## config.mk

```make
export PLATFORM = sky130hd
export DESIGN_NAME = instr_decode
export DESIGN_NICKNAME = d
export VERILOG_FILES = /design/src/rtl/isa_pkg.sv /design/src/rtl/instr_decode_hazard_unit.sv /design/src/rtl/instr_decode.sv
export SDC_FILE = /design/constraint.sdc
export NUM_CORES = 1
export LEC_CHECK = 0
export ABC_AREA = 1
export ABC_CLOCK_PERIOD_IN_PS = 6440
export BUFFER_PORTS_ARGS = -buffer_cell sky130_fd_sc_hd__clkbuf_2
export CAP_MARGIN = 20
export CORE_MARGIN = 2
export CORE_UTILIZATION = 58
export DETAILED_ROUTE_END_ITERATION = 16
export GPL_TIMING_DRIVEN = 0
export HOLD_SLACK_MARGIN = 0.02
export PLACE_DENSITY_LB_ADDON = 0.1
export SETUP_SLACK_MARGIN = 0.1
export SYNTH_ARGS = -nofsm -noshare
export SYNTH_HDL_FRONTEND = slang
export SYNTH_HIERARCHICAL = 1
export SYNTH_SLANG_ARGS = --single-unit
```

## constraint.sdc

```tcl
create_clock -name CLK -period 6.44 [get_ports CLK]
set_clock_uncertainty 0.2 [all_clocks]
set_input_delay 1.932 -clock CLK [delete_from_list [all_inputs] [get_ports CLK]]
set_output_delay 1.932 -clock CLK [all_outputs]
set_load 0.005 [all_outputs]
```

## src/rtl/isa_pkg.sv

```systemverilog
// ISA definitions shared by the decode stage: opcodes, FSM states,
// the HALT encoding and per-opcode register/flag usage helpers.
package isa_pkg;

    typedef enum logic [2:0] {
        OP_ADD = 3'b000,
        OP_SUB = 3'b001,
        OP_AND = 3'b010,
        OP_XOR = 3'b011,
        OP_LW  = 3'b100,
        OP_SW  = 3'b101,
        OP_BR  = 3'b110,
        OP_BRC = 3'b111
    } opcode_e;

    typedef enum logic [1:0] {
        ST_IDLE   = 2'd0,
        ST_START  = 2'd1,
        ST_RUN    = 2'd2,
        ST_HALTED = 2'd3
    } decode_state_t;

    // HALT shares the BRC opcode with a zero immediate
    localparam logic [8:0] HALT_WORD = 9'b111_000000;

    // Decoded view of a 9-bit instruction word
    typedef struct packed {
        opcode_e     op;
        logic [2:0]  ra;
        logic [2:0]  rb;
        logic [5:0]  imm6;
    } decoded_t;

    function automatic decoded_t decode(input logic [8:0] instr);
        decoded_t d;
        d.op   = opcode_e'(instr[8:6]);
        d.ra   = instr[5:3];
        d.rb   = instr[2:0];
        d.imm6 = instr[5:0];
        return d;
    endfunction

    function automatic logic is_alu(input opcode_e op);
        return (op == OP_ADD) || (op == OP_SUB) || (op == OP_AND) || (op == OP_XOR);
    endfunction

    function automatic logic is_branch(input opcode_e op);
        return (op == OP_BR) || (op == OP_BRC);
    endfunction

    function automatic logic reads_ra(input opcode_e op);
        return is_alu(op) || (op == OP_SW);
    endfunction

    function automatic logic reads_rb(input opcode_e op);
        return is_alu(op) || (op == OP_LW) || (op == OP_SW);
    endfunction

    function automatic logic writes_ra(input opcode_e op);
        return is_alu(op) || (op == OP_LW);
    endfunction

    function automatic logic writes_flag(input opcode_e op);
        return is_alu(op);
    endfunction

endpackage

```

## src/rtl/instr_decode_hazard_unit.sv

```systemverilog
// Stall detection between the D register and the EX register.
// Load-use: LW in EX whose destination is read by the word in D.
// Flag: conditional branch in D behind an ALU op that has not yet updated CondFlag.
module hazard_unit
    import isa_pkg::*;
(
    input  logic       d_valid,
    input  logic [2:0] d_op,
    input  logic [2:0] d_ra,
    input  logic [2:0] d_rb,
    input  logic       d_is_halt,
    input  logic       ex_valid,
    input  logic [2:0] ex_op,
    input  logic [2:0] ex_ra,
    output logic       stall
);

    opcode_e dop;
    opcode_e eop;
    logic    load_use;
    logic    flag_haz;

    // Combine both hazard sources; only a valid D word can stall
    always_comb begin
        dop      = opcode_e'(d_op);
        eop      = opcode_e'(ex_op);
        load_use = ex_valid && (eop == OP_LW) && writes_ra(eop) &&
                   ((reads_ra(dop) && (d_ra == ex_ra)) ||
                    (reads_rb(dop) && (d_rb == ex_ra)));
        flag_haz = ex_valid && writes_flag(eop) && (dop == OP_BRC) && !d_is_halt;
        stall    = d_valid && (load_use || flag_haz);
    end

endmodule

```

## src/rtl/instr_decode.sv

```systemverilog
// Decode stage: registers the fetched word with its PC (D), decodes it into
// the EX register feeding execute, resolves branches back to fetch, inserts
// hazard bubbles and runs the Start/Done program handshake.
module instr_decode
    import isa_pkg::*;
#(
    parameter int PC_W    = 16,
    parameter int INSTR_W = 9
) (
    input  logic               CLK,
    input  logic               Reset,
    input  logic               Start,
    input  logic [INSTR_W-1:0] Instruction,
    input  logic [PC_W-1:0]    PC,
    input  logic               CondFlag,
    output logic               Branch,
    output logic               BranchCond,
    output logic [7:0]         Offset,
    output logic               Halt,
    output logic               Done,
    output logic               Ex_Valid,
    output logic [2:0]         Ex_Op,
    output logic [2:0]         Ex_Ra,
    output logic [2:0]         Ex_Rb,
    output logic [PC_W-1:0]    Ex_PC
);

    decode_state_t      state_q, state_d;

    // D register
    logic               dv_q, dv_d;
    logic [INSTR_W-1:0] d_instr_q, d_instr_d;
    logic [PC_W-1:0]    d_pc_q, d_pc_d;

    // EX register
    logic               ev_q, ev_d;
    logic [2:0]         ex_op_q, ex_op_d;
    logic [2:0]         ex_ra_q, ex_ra_d;
    logic [2:0]         ex_rb_q, ex_rb_d;
    logic [PC_W-1:0]    ex_pc_q, ex_pc_d;

    decoded_t           d_dec;
    logic               running;
    logic               d_is_halt;
    logic               stall_raw;
    logic               stall;
    logic               br_taken;
    logic               brc_taken;

    // Field decode of the D word and run-state qualifiers
    always_comb begin
        d_dec     = decode(d_instr_q[8:0]);
        running   = (state_q == ST_RUN);
        d_is_halt = dv_q && (d_instr_q[8:0] == HALT_WORD);
    end

    hazard_unit u_hazard (
        .d_valid   (dv_q),
        .d_op      (d_dec.op),
        .d_ra      (d_dec.ra),
        .d_rb      (d_dec.rb),
        .d_is_halt (d_is_halt),
        .ex_valid  (ev_q),
        .ex_op     (ex_op_q),
        .ex_ra     (ex_ra_q),
        .stall     (stall_raw)
    );

    // Branch resolution back to fetch; suppressed while stalled so a stall and
    // a taken branch are never presented together
    always_comb begin
        stall     = running && stall_raw;
        br_taken  = running && dv_q && !stall && (d_dec.op == OP_BR);
        brc_taken = running && dv_q && !stall && (d_dec.op == OP_BRC) &&
                    !d_is_halt && CondFlag;
        Branch     = br_taken;
        BranchCond = brc_taken;
        Offset     = (br_taken || brc_taken) ?
                     {d_dec.imm6[5], d_dec.imm6[5], d_dec.imm6} : 8'h00;
    end

    // Next-state for the FSM, D and EX registers
    always_comb begin
        state_d   = state_q;
        dv_d      = dv_q;
        d_instr_d = d_instr_q;
        d_pc_d    = d_pc_q;
        ev_d      = 1'b0;
        ex_op_d   = ex_op_q;
        ex_ra_d   = ex_ra_q;
        ex_rb_d   = ex_rb_q;
        ex_pc_d   = ex_pc_q;

        unique case (state_q)
            ST_IDLE: begin
                dv_d = 1'b0;
                if (Start) begin
                    state_d = ST_START;
                end
            end
            ST_START: begin
                // fetch is loading its start address; nothing valid to capture
                dv_d = 1'b0;
                if (!Start) begin
                    state_d = ST_RUN;
                end
            end
            ST_RUN: begin
                if (Start) begin
                    state_d = ST_START;
                    dv_d    = 1'b0;
                end else if (d_is_halt) begin
                    state_d = ST_HALTED;
                    dv_d    = 1'b0;
                end else if (stall) begin
                    // hold D, bubble into EX
                    ev_d = 1'b0;
                end else begin
                    d_instr_d = Instruction;
                    d_pc_d    = PC;
                    // the word fetched alongside a taken branch is wrong-path
                    dv_d      = !(br_taken || brc_taken);
                    ev_d      = dv_q && !is_branch(d_dec.op);
                    ex_op_d   = d_dec.op;
                    ex_ra_d   = d_dec.ra;
                    ex_rb_d   = d_dec.rb;
                    ex_pc_d   = d_pc_q;
                end
            end
            ST_HALTED: begin
                dv_d = 1'b0;
                if (Start) begin
                    state_d = ST_START;
                end
            end
            default: begin
                state_d = ST_IDLE;
                dv_d    = 1'b0;
            end
        endcase
    end

    // State and pipeline registers with synchronous reset
    always_ff @(posedge CLK) begin
        if (Reset) begin
            state_q   <= ST_IDLE;
            dv_q      <= 1'b0;
            d_instr_q <= '0;
            d_pc_q    <= '0;
            ev_q      <= 1'b0;
            ex_op_q   <= '0;
            ex_ra_q   <= '0;
            ex_rb_q   <= '0;
            ex_pc_q   <= '0;
        end else begin
            state_q   <= state_d;
            dv_q      <= dv_d;
            d_instr_q <= d_instr_d;
            d_pc_q    <= d_pc_d;
            ev_q      <= ev_d;
            ex_op_q   <= ex_op_d;
            ex_ra_q   <= ex_ra_d;
            ex_rb_q   <= ex_rb_d;
            ex_pc_q   <= ex_pc_d;
        end
    end

    // Status and execute-side outputs
    always_comb begin
        Halt     = !running || stall;
        Done     = (state_q == ST_HALTED);
        Ex_Valid = ev_q;
        Ex_Op    = ex_op_q;
        Ex_Ra    = ex_ra_q;
        Ex_Rb    = ex_rb_q;
        Ex_PC    = ex_pc_q;
    end

endmodule

```

# After elaboration in Yosys (flattened, before gate mapping)
# Index checks and enable logic that the tools add are counted.
[word_totals]
regBits = 54
in_bits = 29
[classes]
eq_ne = 21
n_mux = 10
n_bitwise = 4
reduce_logical = 46
[ops]
columns = ["operator", "n"]
rows = [
  ["$logic_and 1x1->1", 18],
  ["$eq 3x3->1 const B", 5],
  ["$logic_or 1x1->1", 15],
  ["$eq 3x2->1 const B", 4],
  ["$eq 9x9->1 const B", 1],
  ["$mux 2", 4],
  ["$mux 8", 1],
  ["$eq 3x1->1 const B", 2],
  ["$eq 3x3->1", 2],
  ["$logic_not 3->1", 2],
  ["$pmux 2 s3", 1],
  ["$logic_not 1->1", 5],
  ["$reduce_or 5->1", 1],
  ["$eq 2x2->1 const B", 2],
  ["$ne 4x3->1 const B", 1],
  ["$not 1->1", 4],
  ["$reduce_and 4->1", 1],
  ["$mux 1", 3],
  ["$ne 3x2->1 const B", 1],
  ["$reduce_and 3->1", 1],
  ["$reduce_or 3->1", 1],
  ["$eq 2x1->1 const B", 1],
  ["$logic_not 2->1", 1],
  ["$ne 2x1->1 const B", 1],
  ["other kinds (3)", 3],
]

# Depth between registers and ports, before layout
# Gate-level depths: netlist of run 1.
[depth]
depth_word = 23
ltp_mapped = 16
ltp_nobuf = 15

# By module
# Netlist of run 1, hierarchy kept.
[by_module_without_submodules]
columns = ["mod", "instances", "cells_each", "area_per_inst_um2", "seq_area_each_um2"]
rows = [
  ["instr_decode", 1, 374, 2662.6, 1081.0],
  ["hazard_unit", 1, 39, 177.7, 0.0],
]

# Worst setup path after synthesis of run 1
# Ideal clock, no wire load.
[synth_timing]
path_type = "input -> output"
start = "input CondFlag"
end = "output Offset[6]"
t_arrival_ns = 2.560
required_time_ns = 4.308
path_slack_ns = 1.748
stages = 5
n_path_buf = 1
cell_sequence = "nand3_1 > inv_1 > nor2_1 > nor2_1 > buf_4"
[synth_via]
elab_chain_cells = 3
[synth_rtl]
columns = ["item", "line", "text"]
rows = [
  ["from (decl)", "instr_decode.sv:15", "input logic CondFlag,"],
  ["$logic_and 1x1->1", "instr_decode.sv:75", "!d_is_halt && CondFlag;"],
  ["via BranchCond", "instr_decode.sv:17", "output logic BranchCond,"],
  ["$logic_or 1x1->1", "instr_decode.sv:78", "Offset = (br_taken || brc_taken) ?"],
  ["$mux 8", "instr_decode.sv:78", ""],
  ["to (decl)", "instr_decode.sv:18", "output logic [7:0] Offset,"],
]
# The timed path passes the listed nets, and every way through them passes these cells.

# Worst setup path after layout of run 1
[layout_timing]
start = "input CondFlag"
end = "output Offset[7]"
[layout_via]
elab_chain_cells = 3
[layout_rtl]
columns = ["item", "line"]
rows = [
  ["$logic_and 1x1->1", "instr_decode.sv:75"],
  ["$logic_or 1x1->1", "instr_decode.sv:78"],
  ["$mux 8", "instr_decode.sv:78"],
]
# Every way passes these cells.

==> results by group, run 1 <==
Worst setup path
  • Critical path, cell by cell: clkbuf_2, nand3_1, inv_1, nor2_1, nor2_1, buf_4, clkbuf_2
  • Worst setup slack for register-to-register paths: 4.27 ns
  • Crit Reg-Reg Startpoint: d_instr_q[0]$_SDFFE_PP0P_
  • Data arrival time of the critical path: 2.88 ns
  • Crit path max fanout: 6
  • Critical setup path kind: primary input to primary output
  • Max incr delay on CP: 0.33 ns
  • Endpoint of the lowest-slack register-to-register path: Ex_PC[4]$_SDFFE_PP0P_
  • Cell with the biggest individual delay on the critical path: sky130_fd_sc_hd__nor2_1
  • Cell depth of the worst flop-to-flop path: 14
  • Endpoint required time on the critical path: about 4.3 ns
  • Kind of launch point of the worst setup path: primary input
  • Type of element capturing the critical path: primary output

Timing
  • Number of endpoints failing setup at the final stage: 0
  • Slew margin rel.: 64.5%
  • Hold violation total from the final report: 0
  • Post-Route Hold Slack: 0.289 ns
  • Fin. max-slew vios: 0
  • Tmin final: 5.01 ns
  • Max Fclk: 200 MHz
  • Final critical-path setup slack: ~1.4 ns
  • Unrepaired setup endpoints after global routing: no
  • Setup TNS after final layout: 0 ns
  • Final period util: 77.8%
  • Worst-margin pin slew: 0.532 ns

Place
  • Cell total after placement: around 550
  • Final weighted congestion in routability-driven placement: approximately 0.79
  • Cell area after placement: 3250 µm²
  • HPWL after DPL: 4.19 mm
  • Placement Setup Slack: 1.42 ns
  • Count of buffers inserted at the top-level ports: 66

Logic synthesis
  • Flip-flop and latch count after synthesis: 54
  • Sequential area share after synthesis: between 30% and 40%
  • Combined area of all synthesized cells: 2840 µm²
  • Synthesized instance count: 413
  • Post-synth cell types: 23
  • Synth Net Count: between 400 and 500
  • Count of yosys warnings during synthesis: 6
  • Synthesized area per cell: between 6 and 7 µm²

Global route
  • Overflow after GRT: 0
  • Largest net degree at the start of global routing: 16
  • Vias in the first global route: 2207
  • First-pass GRT wire length: 9.63 mm
  • Initial antenna violation count: 0
  • Combined global-route utilization of all metal layers: 22.7%

Worst hold path
  • Start point of the worst hold path: d_pc_q[2]$_SDFFE_PP0P_
  • Worst hold path cell count: 2
  • Sink of the worst hold path: Ex_PC[2]$_SDFFE_PP0P_
  • Hold/Removal Path Class: register to register

Route
  • Violation count after the first detailed-routing iteration: between 100 and 150
  • Average via count per standard cell: ~4.5
  • DRC violations left: 0
  • DRT Pass-1 Iters: 4
  • Total number of vias: 2478
  • Antenna-violating nets left: 0
  • Wirelength per Cell: 10.4 µm
  • Post-detailed-routing wire length: 5.74 mm

Cells and area
  • Final cell area excluding filler cells: 3330 µm²
  • Finished Layout Cells: 553
  • Layout cells sized above 1: 30.2%
  • Count of filler cells inserted in the layout: 435
  • Final core utilization: 70.6%
  • Count of inserted antenna diode cells: 0
  • Seq. cell area: 1080 µm²
  • Layout Area Growth over Synthesis: 17.4%
  • Area used by multi-input combinational logic: 1240 µm²
  • Final nets: ~520

Clock tree
  • H-tree lvl count: 2
  • Number of hold buffers added after cts: 0
  • Number of clock buffers inserted by TritonCTS: 5
  • Clock tree from TritonCTS: done
  • Post-CTS Setup Bufs: 0
  • CTS clock-pin slew for the worst setup and hold paths: 0.09 ns
  • Post-CTS Resized: 0
  • Max Root-Sink Buffers: 2
  • Latest clock arrival within the worst-skew pair: 0.31 ns
  • Cell at the root of the clock tree: sky130_fd_sc_hd__clkbuf_8
  • Clock net sink count: 54

Power and ir drop
  • Clock power frac: 19.8%
  • Peak supply drop: ~0.16 mV
  • Fraction of power consumed by combinational cells: around 35%
  • Internal power contribution: 0.607 mW
  • Sw Pwr: 0.322 mW
  • Total power divided by cell area: 279 nW/µm²
  • Leak Pwr: 1.86 nW
  • Final Total Pwr: 0.930 mW
  • Switching fraction of total power: a little over a third
  • Part of the total power dissipated in sequential elements: 45.6%

Die
  • Die Height: 74.0 µm
  • Num rows: 25
  • Die Area: 5470 µm²
  • Boundary Pins: 67
  • Die X-Extent: 74.0 µm
  • Initial core utilization: 60.1%
  • Core ar.: approximately 4700 µm²

Run status
  • Status: finished, final reports clean

Job
  • Maximum Capacitance Violations: 0
[flip-flops by register name, summed over array words and instances (netlist names)]
signal and cells:
state_q 2, Ex_Rb 3, Ex_PC 16, dv_q 1
Ex_Op 3, d_pc_q 16, Ex_Ra 3, Ex_Valid 1
d_instr_q 9
[logic make-up (layout without fill, tap and decap cells)]
family / after synthesis / after routing / share of synthesized area (%)
xor+xnor: 1 / 1 / 0.308
simple gates: 260 / 260 / 40.5
buf+inv: 88 / 161 / 18.2
fa+ha+maj: 3 / 3 / 1.32
compound gates: 7 / 7 / 1.59
flops: 54 / 54 / 38.1
[layout make-up]
class / instances / share of cell area (%)
multi-input combinational: 271 / 37.2
sequential: 54 / 32.4
timing repair buffer: 66 / 9.91
inverter: 70 / 7.88
buffer: 18 / 7.66
tap: 67 / 2.52
clock buffer: 5 / 2.06
clock inverter: 2 / 0.300
[Yosys cell counts (all sizes together)]
| cell type | n | area (µm²) |
|---|---|---|
| nand2 | 130 | 611 |
| nor2 | 119 | 457 |
| inv | 70 | 263 |
| dfxtp | 54 | 1080 |
| buf | 18 | 255 |
| nand3 | 8 | 50.1 |
| a21oi | 3 | 18.8 |
| ha | 3 | 37.5 |
| o21ai | 2 | 10.0 |
| nand4 | 1 | 6.26 |
| nor3 | 1 | 5.00 |
| nor4 | 1 | 21.3 |
| o2111ai | 1 | 8.76 |
| o211ai | 1 | 7.51 |
| xnor2 | 1 | 8.76 |
[worst max-delay path, delay by kind of cell]
family,cells,cell delay [ns]
buffers and inverters,4,0.39
AND/OR/NAND/NOR,3,0.55
[metal layers]
layer  wire length, µm  global-route usage (%)
met5                 0                       0
met4                74                    7.47
met3               256                    5.01
met2              2770                    38.9
met1              2640                    28.3
[cell usage in the layout, fill, tap and decap left out, drive strengths merged, types with 2 or more instances in the layout]
| cell type | n |
|---|---|
| nand2 | 130 |
| nand3 | 8 |
| dfxtp | 54 |
| nor2 | 119 |
| buf | 18 |
| a21oi | 3 |
| clkinv | 2 |
| ha | 3 |
| o21ai | 2 |
| inv | 70 |
| clkbuf | 71 |
[power by group through the flow]
stage / Sequential, mW / Clock (mW) / Combinational [mW]
finish: 0.424 / 0.184 / 0.321
global route: 0.431 / 0.200 / 0.368
CTS: 0.424 / 0.189 / 0.325
detailed placement: 0.432 / 0 / 0.322
global placement: 0.430 / 0 / 0.315
floorplan: 0.427 / 0 / 0.245
[worst max path at each step]
stage / startpoint / endpoint / depth (start not counted)
finish: CondFlag / Offset[7] / 7
global route: CondFlag / Offset[7] / 7
CTS: CondFlag / Offset[7] / 7
detailed placement: CondFlag / Offset[7] / 7
global placement: CondFlag / Offset[7] / 7
floorplan: CondFlag / Offset[6] / 5
Power figures use the tool's default switching activity.
==> inputs of run 2 (changes only) <==
--- a/config.mk
+++ b/config.mk
@@ -5,12 +5,12 @@
 export SDC_FILE = /design/constraint.sdc
 export NUM_CORES = 1
 export LEC_CHECK = 0
-export ABC_AREA = 1
-export ABC_CLOCK_PERIOD_IN_PS = 6440
+export ABC_AREA = 0
+export ABC_CLOCK_PERIOD_IN_PS = 4800
 export BUFFER_PORTS_ARGS = -buffer_cell sky130_fd_sc_hd__clkbuf_2
 export CAP_MARGIN = 20
 export CORE_MARGIN = 2
-export CORE_UTILIZATION = 58
+export CORE_UTILIZATION = 51
 export DETAILED_ROUTE_END_ITERATION = 16
 export GPL_TIMING_DRIVEN = 0
 export HOLD_SLACK_MARGIN = 0.02
==> constraint.sdc (replaced) <==
create_clock -name CLK -period 4.8 [get_ports CLK]
set_clock_uncertainty 0.2 [all_clocks]
set_input_delay 1.44 -clock CLK [delete_from_list [all_inputs] [get_ports CLK]]
set_output_delay 1.44 -clock CLK [all_outputs]
set_load 0.005 [all_outputs]
==> run 2 against run 1 <==
Against the previous run: sequential share of layout area up 3.1 points; cell count down 29%; combinational power down 19%; hold slack worse by 0.014 ns; register-to-register slack worse by 3.1 ns.
==> results by group, run 2 <==
Logic synthesis
  • Primary FF master, synth: sky130_fd_sc_hd__dfxtp_1 (unchanged)
  • Synth top cells by count: sky130_fd_sc_hd__dfxtp_1, sky130_fd_sc_hd__nand2_1, sky130_fd_sc_hd__mux2i_1 (was sky130_fd_sc_hd__nor2_1, sky130_fd_sc_hd__nand2_1, sky130_fd_sc_hd__inv_1)
  • Synthesized-area fraction occupied by ao, oa, aoi and oai cells: 13.7% (was 1.59%)
  • Count of yosys warnings during synthesis: 6 (unchanged)
  • Post-synthesis cell type with the largest combined area: sky130_fd_sc_hd__dfxtp_1 (unchanged)
  • Top cells by area, synth: sky130_fd_sc_hd__dfxtp_1, sky130_fd_sc_hd__mux2i_1, sky130_fd_sc_hd__nand2_1, sky130_fd_sc_hd__a31o_1, sky130_fd_sc_hd__nor3_1 (was sky130_fd_sc_hd__dfxtp_1, sky130_fd_sc_hd__nor2_1, sky130_fd_sc_hd__nand2_2, sky130_fd_sc_hd__nand2_1, sky130_fd_sc_hd__inv_1)
  • Flip-flop and latch count after synthesis: 54 (unchanged)
  • Post-synth cell types: 42 (was 23)
  • XOR/XNOR share of the synthesized area: 2.19% (was 0.308%)
  • Dominant combinational cell family by area after synthesis: simple AND/OR/NAND/NOR gates (unchanged)
  • Sequential area share after synthesis: 45.1% (was 38.1%)
  • Dominant cell by count in the synthesized netlist: sky130_fd_sc_hd__dfxtp_1 (was sky130_fd_sc_hd__nor2_1)
  • Share of the synthesized area in the top cell type: 45.1% (was 38.1%)
  • Synthesized instance count: 258 (was 413)
  • Share of synthesized registers carrying an async set or reset: 0% (unchanged)
  • Post-synthesis simple-gate area fraction: 19.9% (was 40.5%)
  • Count of flip-flops with a built-in enable after synthesis: 0 (unchanged)
  • Synth Net Count: 290 (was 445)
  • Mux share of post-synthesis cell area: 11.5% (was 0%)
  • Synthesized area per cell: 9.29 µm² (was 6.88 µm²)
  • Adder and majority gate portion of the synthesized area: 1.57% (was 1.32%)
  • Combined area of all synthesized cells: 2400 µm² (was 2840 µm²)

Worst setup path
  • Kind of launch point of the worst setup path: register (was primary input)
  • Crit path max fanout: 3 (was 6)
  • Type of element capturing the critical path: primary output (unchanged)
  • Data arrival time of the critical path: 3.09 ns (was 2.88 ns)
  • Cell seen most often among critical-path stages: sky130_fd_sc_hd__or3_4
  • Endpoint required time on the critical path: 3.16 ns (was 4.31 ns)
  • Critical setup path kind: register to primary output (was primary input to primary output)
  • Critical path, cell by cell: or4b_4, or3_4, inv_4, buf_8, buf_8, or3_4, o22ai_4, nand2b_4, or3_4, a21oi_4, buf_4, and2_1, clkbuf_2 (was clkbuf_2, nand3_1, inv_1, nor2_1, nor2_1, buf_4, clkbuf_2)
  • Cell with the biggest individual delay on the critical path: sky130_fd_sc_hd__or4b_4 (was sky130_fd_sc_hd__nor2_1)
  • Max incr delay on CP: 0.52 ns (was 0.33 ns)

Global route
  • First-pass GRT wire length: 9.34 mm (was 9.63 mm)
  • Overflow after GRT: 0 (unchanged)
  • Vias in the first global route: 2000 (was 2207)
  • Largest net degree at the start of global routing: 17 (was 16)
  • Combined global-route utilization of all metal layers: 22.9% (was 22.7%)
  • Initial antenna violation count: 0 (unchanged)

Route
  • Wirelength per Cell: 15.2 µm (was 10.4 µm)
  • Post-detailed-routing wire length: 5.96 mm (was 5.74 mm)
  • DRC violations left: 0 (unchanged)
  • Total number of vias: 2169 (was 2478)
  • DRT Pass-1 Iters: 5 (was 4)
  • Average via count per standard cell: 5.52 (was 4.48)
  • Antenna-violating nets left: 0 (unchanged)
  • Violation count after the first detailed-routing iteration: 77 (was 119)

Die
  • Initial core utilization: 53.9% (was 60.1%)
  • Core ar.: 4440 µm² (was 4720 µm²)
  • Boundary Pins: 67 (unchanged)
  • Die X-Extent: 72.6 µm (was 74.0 µm)
  • Die Height: 72.6 µm (was 74.0 µm)
  • Die Area: 5260 µm² (was 5470 µm²)
  • Num rows: 24 (was 25)

Clock tree
  • Cell at the root of the clock tree: sky130_fd_sc_hd__clkbuf_8 (unchanged)
  • Number of clock buffers inserted by TritonCTS: 5 (unchanged)
  • CTS clock-pin slew for the worst setup and hold paths: 0.09 ns (about the same)
  • Clock net sink count: 54 (unchanged)
  • Latest clock arrival within the worst-skew pair: 0.31 ns (about the same)
  • Max Root-Sink Buffers: 2 (unchanged)
  • H-tree lvl count: 2 (unchanged)
  • Clock tree from TritonCTS: done (unchanged)

Timing
  • Worst-margin pin slew: 0.647 ns (was 0.532 ns)
  • Fin. max-slew vios: 0 (unchanged)
  • Hold violation total from the final report: 0 (unchanged)
  • Slew margin rel.: 56.3% (was 64.5%)
  • Unrepaired setup endpoints after global routing: yes (was no)
  • Final critical-path setup slack: 0.0666 ns (was 1.43 ns)
  • Max Fclk: about 210 MHz
  • Final period util: 98.6%
  • Tmin final: 4.73 ns
  • Number of endpoints failing setup at the final stage: 0 (unchanged)

Worst hold path
  • Hold/Removal Path Class: register to register (unchanged)

Place
  • Placement Setup Slack: -0.118 ns (was 1.42 ns)
  • HPWL after DPL: 4.12 mm (was 4.19 mm)
  • Final weighted congestion in routability-driven placement: 0.832 (was 0.789)
  • Count of buffers inserted at the top-level ports: 65 (was 66)
  • Cell area after placement: 2790 µm² (was 3250 µm²)

Cells and area
  • Layout Area Growth over Synthesis: 28.9% (was 17.4%)
  • Count of inserted antenna diode cells: 0 (unchanged)
  • Final nets: 373 (was 518)
  • Final core utilization: 69.5% (was 70.6%)
  • Count of filler cells inserted in the layout: 377 (was 435)
  • Final cell area excluding filler cells: 3090 µm² (was 3330 µm²)
  • Leading cell types in the layout, fill and taps excluded: sky130_fd_sc_hd__clkbuf_2, sky130_fd_sc_hd__nand2_1, sky130_fd_sc_hd__dfxtp_1, sky130_fd_sc_hd__mux2i_1, sky130_fd_sc_hd__nor3_1 (was sky130_fd_sc_hd__nor2_1, sky130_fd_sc_hd__nand2_1, sky130_fd_sc_hd__inv_1, sky130_fd_sc_hd__clkbuf_2, sky130_fd_sc_hd__dfxtp_1)
  • Layout cells sized above 1: 37.2% (was 30.2%)
  • Most common cell after layout, fill and taps aside: sky130_fd_sc_hd__clkbuf_2 (was sky130_fd_sc_hd__nor2_1)

Power and ir drop
  • Total power divided by cell area: 331 nW/µm² (was 279 nW/µm²)
  • Leak Pwr: 1.29 nW (was 1.86 nW)
  • Peak supply drop: 0.219 mV (was 0.161 mV)

Job
  • Maximum Capacitance Violations: 0 (unchanged)

Run status
  • Status: finished, final reports clean (unchanged)
run 2: changes by cell type after synthesis, sizes merged, moves of 9 or more:
cell and change:
inv -65, nor2 -112, mux2i +26, clkbuf +9
nor3 +23, a31o +23, nand2 -79
run 2: layout make-up:
type / instances / area, µm² / share of cell area [%]
plain buffers: 21 / 136 / 4.41
clock buffers: 5 / 68.8 / 2.23
clock inverters: 2 / 15.0 / 0.486
inverters: 6 / 25.0 / 0.810
multi-input cells: 177 / 1230 / 39.7
flip-flops and latches: 54 / 1100 / 35.5
well taps: 52 / 65.1 / 2.11
repair buffers: 76 / 455 / 14.7
run 2: metal layers:
layer	vias to the layer above	GRT usage (%)	wire length, µm
li1	1069	-	-
met1	1030	29.2	2700
met2	60	39.4	2900
met3	10	4.58	280
met4	0	6.38	82
met5	-	0	0
run 2: final timing paths:
kind,from,to,slack [ns],cells past startpoint
min,d_pc_q[2]$_SDFFE_PP0P_,d_pc_q[2]$_SDFFE_PP0P_,0.28,2
max reg2reg,d_instr_q[5]$_SDFFE_PP0P_,Ex_PC[1]$_SDFFE_PP0P_,1.19,15
max,d_instr_q[5]$_SDFFE_PP0P_,Offset[4],0.07,13
min reg2reg,d_pc_q[2]$_SDFFE_PP0P_,d_pc_q[2]$_SDFFE_PP0P_,0.28,2
run 2: cell families (layout without fill, tap and decap cells):
group                      count (synthesis)  in the layout
AOI/OAI and AO/OA                         40             40
DFF                                       54             54
buffers and inverters                     27            110
and+or+nand+nor                          101            101
adders and majority gates                  3              3
xor gates and xnor gates                   6              6
muxes                                     27             27
run 2: timing repair:
action	4_1_cts	5_1_grt
endpoints found under the setup margin	9	9
gates resized for setup	14	24
pin swaps	1	2
buffers inserted	7	4
hold buffers	0	0
run 2: power by group:
group          leakage (nW)  internal [mW]  switching (mW)
clock                0.0362         0.0999           0.148
sequential            0.441          0.487          0.0282
combinational         0.815          0.114           0.145
total                  1.29          0.701           0.321
run 2: worst max-delay path: cells and delay by family, from the launching register on:
| family | cells | cell delay, ns |
|---|---|---|
| simple gates | 6 | 1.67 |
| buf+inv | 5 | 0.50 |
| flops | 1 | 0.36 |
| compound gates | 2 | 0.24 |
run 2: through the flow:
step | instances | TNS [ns] | power, mW | hold slack, ns
2_1_floorplan | 258 | 0 | 0.694 | 0.244
3_3_place_gp | 375 | -0.224 | 0.756 | 0.253
3_5_place_dp | 375 | -0.264 | 0.763 | 0.262
4_1_cts | 389 | 0 | 1.01 | 0.276
5_1_grt | 393 | -0.0414 | 1.07 | 0.301
6_report | 393 | 0 | 1.02 | 0.275
==> inputs of run 3 (changes only) <==
--- a/config.mk
+++ b/config.mk
@@ -9,8 +9,10 @@
 export ABC_CLOCK_PERIOD_IN_PS = 4800
 export BUFFER_PORTS_ARGS = -buffer_cell sky130_fd_sc_hd__clkbuf_2
 export CAP_MARGIN = 20
+export CELL_PAD_IN_SITES_DETAIL_PLACEMENT = 1
+export CELL_PAD_IN_SITES_GLOBAL_PLACEMENT = 1
 export CORE_MARGIN = 2
-export CORE_UTILIZATION = 51
+export CORE_UTILIZATION = 38
 export DETAILED_ROUTE_END_ITERATION = 16
 export GPL_TIMING_DRIVEN = 0
 export HOLD_SLACK_MARGIN = 0.02
==> run 3 against run 2 <==
Against the previous run: sequential power barely moved; first-iteration DRC count is 38% lower; combinational power barely moved; hold slack improved by 0.0062 ns; fmax hardly changed; die area rose by 32%; clock power increased by 24%; worst setup slack worse by 0.0039 ns; global-route usage down 4.1 points; sequential share of layout area shrank 0.45 points; wire length grew 12%; critical path type unchanged; critical endpoint is now Offset[7].
==> results by group, run 3 (synthesis gave the netlist of run 2 again) <==
Die
  • Die Area: 6960 µm² (was 5260 µm²)
  • Die X-Extent: 83.4 µm (was 72.6 µm)
  • Boundary Pins: 67 (unchanged)
  • Initial core utilization: 39.8% (was 53.9%)
  • Core ar.: 6030 µm² (was 4440 µm²)
  • Die Height: 83.4 µm (was 72.6 µm)
  • Num rows: 28 (was 24)

Timing
  • Fin. max-slew vios: 0 (unchanged)
  • Final period util: 98.7% (was 98.6%)
  • Setup TNS after final layout: 0 ns (unchanged)
  • Hold violation total from the final report: 0 (unchanged)
  • Number of endpoints failing setup at the final stage: 0 (unchanged)
  • Final critical-path setup slack: 0.0628 ns (was 0.0666 ns)
  • Worst-margin pin slew: 0.594 ns (was 0.647 ns)
  • Unrepaired setup endpoints after global routing: yes (unchanged)
  • Slew margin rel.: 60.4% (was 56.3%)
  • Max Fclk: 211 MHz (about the same)
  • Tmin final: 4.74 ns (was 4.73 ns)

Place
  • Cell total after placement: 398 (was 375)
  • Count of buffers inserted at the top-level ports: 65 (unchanged)
  • HPWL after DPL: 4.63 mm (was 4.12 mm)
  • Final weighted congestion in routability-driven placement: 0.772 (was 0.832)
  • Placement Setup Slack: -0.213 ns (was -0.118 ns)

Clock tree
  • Clock tree from TritonCTS: done (unchanged)
  • Cell at the root of the clock tree: sky130_fd_sc_hd__clkbuf_8 (unchanged)
  • CTS clock-pin slew for the worst setup and hold paths: 0.10 ns (was 0.09 ns)
  • Number of hold buffers added after cts: 0 (unchanged)
  • H-tree lvl count: 2 (unchanged)
  • Clock net sink count: 54 (unchanged)
  • Number of clock buffers inserted by TritonCTS: 5 (unchanged)
  • Latest clock arrival within the worst-skew pair: 0.31 ns (about the same)
  • Max Root-Sink Buffers: 2 (unchanged)

Worst setup path
  • Kind of launch point of the worst setup path: register (unchanged)
  • Crit path max fanout: 3 (unchanged)
  • Data arrival time of the critical path: 3.10 ns (was 3.09 ns)
  • Critical setup path kind: register to primary output (unchanged)
  • Type of element capturing the critical path: primary output (unchanged)
  • Endpoint required time on the critical path: 3.16 ns (about the same)

Cells and area
  • Layout cells sized above 1: 36.8% (was 37.2%)
  • Finished Layout Cells: 417 (was 393)
  • Layout Area Growth over Synthesis: 30.6% (was 28.9%)
  • Most common cell after layout, fill and taps aside: sky130_fd_sc_hd__clkbuf_2 (unchanged)
  • Count of inserted antenna diode cells: 0 (unchanged)
  • Leading cell types in the layout, fill and taps excluded: sky130_fd_sc_hd__clkbuf_2, sky130_fd_sc_hd__nand2_1, sky130_fd_sc_hd__dfxtp_1, sky130_fd_sc_hd__mux2i_1, sky130_fd_sc_hd__nor3_1 (unchanged)
  • Final nets: 374 (was 373)

Route
  • Violation count after the first detailed-routing iteration: 48 (was 77)
  • Post-detailed-routing wire length: 6.71 mm (was 5.96 mm)
  • Average via count per standard cell: 5.11 (was 5.52)
  • Antenna-violating nets left: 0 (unchanged)
  • Wirelength per Cell: 16.1 µm (was 15.2 µm)
  • Total number of vias: 2131 (was 2169)
  • DRT Pass-1 Iters: 4 (was 5)
  • DRC violations left: 0 (unchanged)

Power and ir drop
  • Leak Pwr: 1.31 nW (was 1.29 nW)
  • Total power divided by cell area: 346 nW/µm² (was 331 nW/µm²)
  • Peak supply drop: 0.180 mV (was 0.219 mV)

Run status
  • Status: finished, final reports clean (unchanged)

Global route
  • Initial antenna violation count: 0 (unchanged)
  • Combined global-route utilization of all metal layers: 18.9% (was 22.9%)
  • Overflow after GRT: 0 (unchanged)
  • Vias in the first global route: 2216 (was 2000)
  • First-pass GRT wire length: 10.6 mm (was 9.34 mm)
  • Largest net degree at the start of global routing: 17 (unchanged)

Worst hold path
  • Hold/Removal Path Class: register to register (unchanged)

Job
  • Maximum Capacitance Violations: 0 (unchanged)
-- run 3: changes by cell type in the layout (fill, tap and decap cells not counted), sizes merged --
cell	delta
bufinv	+1
buf	-3
clkinv	+1
clkbuf	+4
clkinvlp	-2
-- run 3: worst paths after layout --
path	startpoint	to	slack [ns]	depth (start not counted)
setup / recovery	d_instr_q[5]$_SDFFE_PP0P_	Offset[7]	0.06	12
hold / removal	d_pc_q[7]$_SDFFE_PP0P_	d_pc_q[7]$_SDFFE_PP0P_	0.28	2
setup reg to reg	d_instr_q[5]$_SDFFE_PP0P_	Ex_Op[1]$_SDFFE_PP0P_	1.23	13
hold reg to reg	d_pc_q[7]$_SDFFE_PP0P_	d_pc_q[7]$_SDFFE_PP0P_	0.28	2
-- run 3: cell type report --
class	count	area, µm²
multi-input combinational	177	1230
clock buffer	5	68.8
tap	75	93.8
sequential	54	1100
buffer	20	121
fill	743	2900
inverter	6	25.0
timing repair buffer	78	455
clock inverter	2	38.8
-- run 3: timing repair --
| item | 4_1_cts | 5_1_grt |
|---|---|---|
| resized for setup | 13 | 21 |
| endpoints found under the hold margin | 0 | 0 |
| setup endpoints to repair | 10 | 9 |
| buffers inserted | 7 | 6 |
| pin swaps | 1 | 7 |
-- run 3: stage by stage --
stage | hold WS, ns | instance area [µm²] | total power [mW] | utilization [%]
after detailed placement | 0.266 | 2820 | 0.771 | 46.7
after floorplan | 0.244 | 2400 | 0.694 | -
after global placement | 0.256 | 2820 | 0.763 | 46.7
final | 0.281 | 3130 | 1.08 | 52.0
after global routing | 0.304 | 3130 | 1.15 | 52.0
after CTS | 0.282 | 3020 | 1.09 | 50.2
-- run 3: routing by layer --
metal	vias to the layer above	routed length, µm	GRT usage [%]
met3	15	238	3.58
met2	51	3210	32.6
li1	1071	-	-
met4	0	173	6.01
met1	994	3080	23.7
met5	-	0	0
-- run 3: critical path: stages (launching register included) --
cell                       delay, ns
sky130_fd_sc_hd__dfxtp_4        0.36
sky130_fd_sc_hd__or4b_4         0.55
sky130_fd_sc_hd__or3_4          0.42
sky130_fd_sc_hd__inv_4          0.08
sky130_fd_sc_hd__buf_8          0.10
sky130_fd_sc_hd__or3_4          0.12
sky130_fd_sc_hd__o22ai_4        0.07
sky130_fd_sc_hd__nand2b_4       0.15
sky130_fd_sc_hd__or3_4          0.40
sky130_fd_sc_hd__a21oi_4        0.18
sky130_fd_sc_hd__and2_4         0.19
sky130_fd_sc_hd__buf_6          0.09
sky130_fd_sc_hd__buf_6          0.08
-- run 3: where the power goes --
part           internal (mW)  switching (mW)
Sequential             0.487          0.0302
Clock                  0.154           0.154
Combinational          0.114           0.146
Total                  0.754           0.330
